[src/rtl/uart_tx_frame_ctrl.sv]
// uart_tx_frame_ctrl: UART frame serializer driving start, data (LSB first), optional parity and stop bits
// Ports:
//   CLK               baud-rate clock, rising edge
//   RST               asynchronous active-high reset, aborts any frame in progress
//   P_DATA            parallel word to send
//   Data_valid        send request, honoured only while Busy is low
//   PAR_EN            insert a parity bit (latched at accept)
//   PAR_BIT           parity bit supplied by the parity calculator
//   Frame_Data        latched copy of the accepted word, stable for the whole frame
//   Enable_Par_Output parity request, high in the last data-bit cycle of a parity frame
//   TX_OUT            registered serial line, idle high
//   Busy              registered, high for every bit of a frame
//   Frame_Done        high during the final stop-bit cycle
module uart_tx_frame_ctrl #(
    parameter int DATA_LENGTH = 8,
    parameter int STOP_BITS   = 1
) (
    input  logic                   CLK,
    input  logic                   RST,
    input  logic [DATA_LENGTH-1:0] P_DATA,
    input  logic                   Data_valid,
    input  logic                   PAR_EN,
    input  logic                   PAR_BIT,
    output logic [DATA_LENGTH-1:0] Frame_Data,
    output logic                   Enable_Par_Output,
    output logic                   TX_OUT,
    output logic                   Busy,
    output logic                   Frame_Done
);
    localparam int CW = $clog2(DATA_LENGTH);
    localparam logic [CW-1:0] LAST_DATA = CW'(DATA_LENGTH - 1);
    localparam logic [CW-1:0] LAST_STOP = CW'(STOP_BITS - 1);

    typedef enum logic [2:0] {IDLE, START, DATA, PARITY, STOP} state_t;

    state_t                 r_state;
    logic [DATA_LENGTH-1:0] r_shift;
    logic [DATA_LENGTH-1:0] r_frame;
    logic [CW-1:0]          r_cnt;
    logic                   r_par_en;
    logic                   r_tx;
    logic                   r_busy;
    logic                   w_last_data;

    assign w_last_data       = (r_state == DATA) && (r_cnt == LAST_DATA);
    assign Enable_Par_Output = w_last_data && r_par_en;
    assign Frame_Done        = (r_state == STOP) && (r_cnt == LAST_STOP);
    assign Frame_Data        = r_frame;
    assign TX_OUT            = r_tx;
    assign Busy              = r_busy;

    // The counter is cleared on leaving DATA rather than incremented, so it never wraps
    // and STOP starts counting from zero whether or not a parity bit was sent.
    always_ff @(posedge CLK or posedge RST) begin
        if (RST) begin
            r_state  <= IDLE;
            r_shift  <= '0;
            r_frame  <= '0;
            r_cnt    <= '0;
            r_par_en <= 1'b0;
            r_tx     <= 1'b1;
            r_busy   <= 1'b0;
        end else begin
            case (r_state)
                IDLE: if (Data_valid) begin
                    r_frame  <= P_DATA;
                    r_shift  <= P_DATA;
                    r_par_en <= PAR_EN;
                    r_tx     <= 1'b0;
                    r_busy   <= 1'b1;
                    r_state  <= START;
                end
                START: begin
                    r_tx    <= r_shift[0];
                    r_cnt   <= '0;
                    r_state <= DATA;
                end
                DATA: begin
                    r_shift <= r_shift >> 1;
                    if (r_cnt == LAST_DATA) begin
                        r_cnt   <= '0;
                        r_tx    <= r_par_en ? PAR_BIT : 1'b1;
                        r_state <= r_par_en ? PARITY : STOP;
                    end else begin
                        r_cnt <= r_cnt + 1'b1;
                        r_tx  <= r_shift[1];
                    end
                end
                PARITY: begin
                    r_tx    <= 1'b1;
                    r_cnt   <= '0;
                    r_state <= STOP;
                end
                STOP: if (r_cnt == LAST_STOP) begin
                    r_busy  <= 1'b0;
                    r_cnt   <= '0;
                    r_state <= IDLE;
                end else begin
                    r_cnt <= r_cnt + 1'b1;
                end
                default: r_state <= IDLE;
            endcase
        end
    end
endmodule

[config.mk]
export PLATFORM = sky130hd
export DESIGN_NAME = uart_tx_frame_ctrl
export DESIGN_NICKNAME = d
export VERILOG_FILES = /design/src/rtl/uart_tx_frame_ctrl.sv
export SDC_FILE = /design/constraint.sdc
export NUM_CORES = 1
export LEC_CHECK = 0
export BUFFER_PORTS_ARGS = -buffer_cell sky130_fd_sc_hd__buf_2
export CAP_MARGIN = 10
export CORE_ASPECT_RATIO = 1.25
export CORE_MARGIN = 2
export CORE_UTILIZATION = 35
export CTS_CLUSTER_DIAMETER = 80
export DETAILED_ROUTE_END_ITERATION = 12
export SYNTH_ARGS = -nofsm -noshare
export SYNTH_HDL_FRONTEND = slang
export SYNTH_SLANG_ARGS = --single-unit
export TNS_END_PERCENT = 100
[constraint.sdc]
create_clock -name CLK -period 1.83 [get_ports CLK]
set_input_delay 0.366 -clock CLK [delete_from_list [all_inputs] [get_ports CLK]]
set_output_delay 0.366 -clock CLK [all_outputs]
set_load 0.01 [all_outputs]
==> impl_metrics.json <==
{
  "outcome": "finished, final reports clean",
  "synth-xor-area-share_pct": 0.6790,
  "ys_async_sr_fraction_pct": 100.0,
  "hpwl_um": 1847,
  "antenna_cells": 0,
  "period_needed_ps": 1803,
  "min_path_type": "in -> async",
  "routabilityCongestion": 0.7085,
  "antenna_found_initial": 0,
  "hold_slack_ps": 136.7,
  "vias_per_cell": 5.366,
  "p_seq_share_pct": 40.1,
  "crit_end": "Frame_Done",
  "clock_latency_ps": 260,
  "period_share_pct": 98.53,
  "core_um2": 3513,
  "synthCells": 108,
  "cts_tree": "yes",
  "drt_wl_total_um": 2660,
  "finalNetCount": 153,
  "synth_edf_count": 0,
  "synth_fa_ha_area_share_pct": 2.910,
  "io_pins": 25,
  "die_area_um2": 4190,
  "netlist.area_leader.share_pct": 46.56,
  "final_cells": 175,
  "cp-startpoint": "r_cnt[0]$_DFFE_PP0P_",
  "die_x_um": 58.30,
  "grt_pass1_vias": 948,
  "synth_compound_area_share_pct": 17.85,
  "root_buffer": "clkbuf_8",
  "ff2ff_setup_slack_ps": 330,
  "clock_sinks": 25,
  "drtAntennaViolNets": 0,
  "hold_viol": 0,
  "synth_top_family_by_area": "compound AO/OA/AOI/OAI gates",
  "initial_core_util_pct": 36.72,
  "drt_iter0_markers": 23,
  "p_int_uw": 1621,
  "grt-ovfl-total": 0,
  "syn_to_final_growth_pct": 19.30,
  "place_area_um2": 1436,
  "cp-end-kind": "output pin",
  "wl_per_cell_um": 15.20,
  "p_comb_share_pct": 47.5,
  "cts_inserted_buffers": 3,
  "drv_cap": 0,
  "synth.cell_area_um2": 1290,
  "synth_ff_type": "dfrtp_1",
  "cp-start-kind": "flop",
  "reg2reg_depth": 4,
  "grtUsageTotal_pct": 14.02,
  "required_ps": 1460,
  "synthMuxAreaShare_pct": 9.796,
  "ys_seq_elements": 25,
  "path_class": "reg -> out",
  "timing.rr.start": "r_cnt[0]$_DFFE_PP0P_",
  "port_buffers": 24,
  "row_count": 24,
  "first_pass_iters": 4,
  "max_clock_freq_ghz": 0.5546,
  "placedCellCount": 169,
  "cellLeakagePower_uw": 0.0007097,
  "final_layout_size_suffix_gt1_share_pct": 42.65,
  "yosys_warnings": 0,
  "grt_pass1_wl_um": 4547,
  "slew_violations": 0,
  "nFillCells": 325,
  "synth_top_cell_by_area": "dfrtp_1",
  "fin_skew_ps": 7.991,
  "setup_viol": 0,
  "relSlewSlack_pct": 66.63,
  "pwr-share-clk_pct": 12.4,
  "p_sw_uw": 975.0,
  "design_area_um2": 1539,
  "grt_max_degree": 26,
  "powerDensity_nw_per_um2": 1687,
  "clk_pin_slew_worst_paths_ps": 90,
  "cts.path.max_buffers": 2,
  "swShare_pct": 37.56,
  "cts.htree.levels": 1,
  "seq_area_frac_synth_pct": 48.59,
  "cp.arrival_ps": 1440,
  "drc": 0,
  "yosys.area_share.simple_pct": 14.06,
  "vias": 939,
  "avgSynthCellArea_um2": 11.94,
  "synth_area_leaders": "dfrtp_1 47%, mux2_4 8.1%, o2bb2ai_1 4.1%",
  "die_height_um": 71.88,
  "tightest_slew_ps": 497.2,
  "syn-num-nets": 124,
  "rsz0062_at_grt": "yes",
  "finalPower_uw": 2596,
  "synth_cell_type_count": 44,
  "crit_fanout": 4,
  "reg2reg_to": "r_cnt[2]$_DFFE_PP0P_",
  "peakVddDrop_uv": 859.7
}
[critical path: stages, from the launching register on]
cell and delay [ps]:
dfrtp_1 410, inv_1 70, ha_2 180, nor2b_4 160, nor3b_4 200, buf_2 160
[stage by stage]
step,worst slack [ps],TNS (ps),utilization [%]
2_1_floorplan,317.4,0,-
3_3_place_gp,235.5,0,40.88
3_5_place_dp,160.3,0,40.88
4_1_cts,6.131,0,42.45
5_1_grt,-62.63,-75.28,43.80
6_report,26.91,0,43.80
[power by group through the flow]
stage                     registers [µW]  clock network [µW]  logic [µW]
after global routing                1080                 360        1380
final                               1040                 321        1230
after CTS                           1030                 334        1170
after floorplan                     1010                   0         903
after global placement              1020                   0        1130
after detailed placement            1040                   0        1150
[final cells by class]
type / instances / area [µm²] / area share (%)
inverters: 7 / 26.28 / 1.707
well taps: 39 / 48.80 / 3.171
clock buffers: 4 / 45.04 / 2.927
multi-input cells: 70 / 625.6 / 40.65
flip-flops and latches: 25 / 628.1 / 40.81
repair buffers: 30 / 165.2 / 10.73
[registers in the layout, indices dropped and copies added, names as in the netlist]
register and flops:
r_state 3, r_shift 8, r_cnt 3, TX_OUT 1, Busy 1, r_par_en 1
Frame_Data 8
[placed cells by master, fill, tap and decap left out, drive strengths merged, types with 2 or more instances in the layout]
cell type / n
inv: 7
a31oi: 3
buf: 30
nand2b: 3
a22o: 2
a22oi: 3
clkbuf: 4
nor2b: 2
dfrtp: 24
nor3: 3
mux2: 8
a21oi: 5
and3b: 3
o2bb2ai: 6
nand2: 3
nor2: 4
ha: 3
o21ai: 4
o211ai: 2
[Yosys cell counts (2+ instances only)]
library cell   n
mux2_4         7
ha_1           3
dfrtp_1       24
a21oi_1        5
inv_1          7
buf_2          2
o21ai_0        3
and3b_2        3
o211ai_1       2
nor2_1         3
nand2b_1       2
a31oi_1        3
nand2_1        3
a22oi_1        3
o2bb2ai_1      6
nor3_1         3
a22o_1         2
[repair_timing]
item	in CTS	in global routing
pin swaps	0	0
gates resized for setup	3	7
hold buffers	0	0
buffers inserted	0	2
endpoints found under the setup margin	2	2
[layer usage]
metal	GRT usage (%)	vias to the layer above	routed length, µm
li1	-	451	-
met4	4.651	0	14
met3	2.347	2	92
met5	0	-	0
met1	19.00	466	1213
met2	22.60	20	1340
[worst min path at each step]
stage               cells after the start  slack, ps                      to
finish                                  3        140  r_shift[3]$_DFFE_PP0P_
global route                            3        150    r_cnt[1]$_DFFE_PP0P_
CTS                                     3        140    r_cnt[1]$_DFFE_PP0P_
detailed placement                      3        440    r_par_en$_DFFE_PP0P_
global placement                        3        430    r_par_en$_DFFE_PP0P_
floorplan                               1        390        Busy$_DFFE_PP0P_
[cell families after synthesis]
logic type / count (synthesis)
buffers and inverters: 13
muxes: 9
adders and majority gates: 3
AOI/OAI and AO/OA: 32
DFF: 25
xor gates and xnor gates: 1
and+or+nand+nor: 25
No activity file was read; power rests on OpenSTA's default activity.
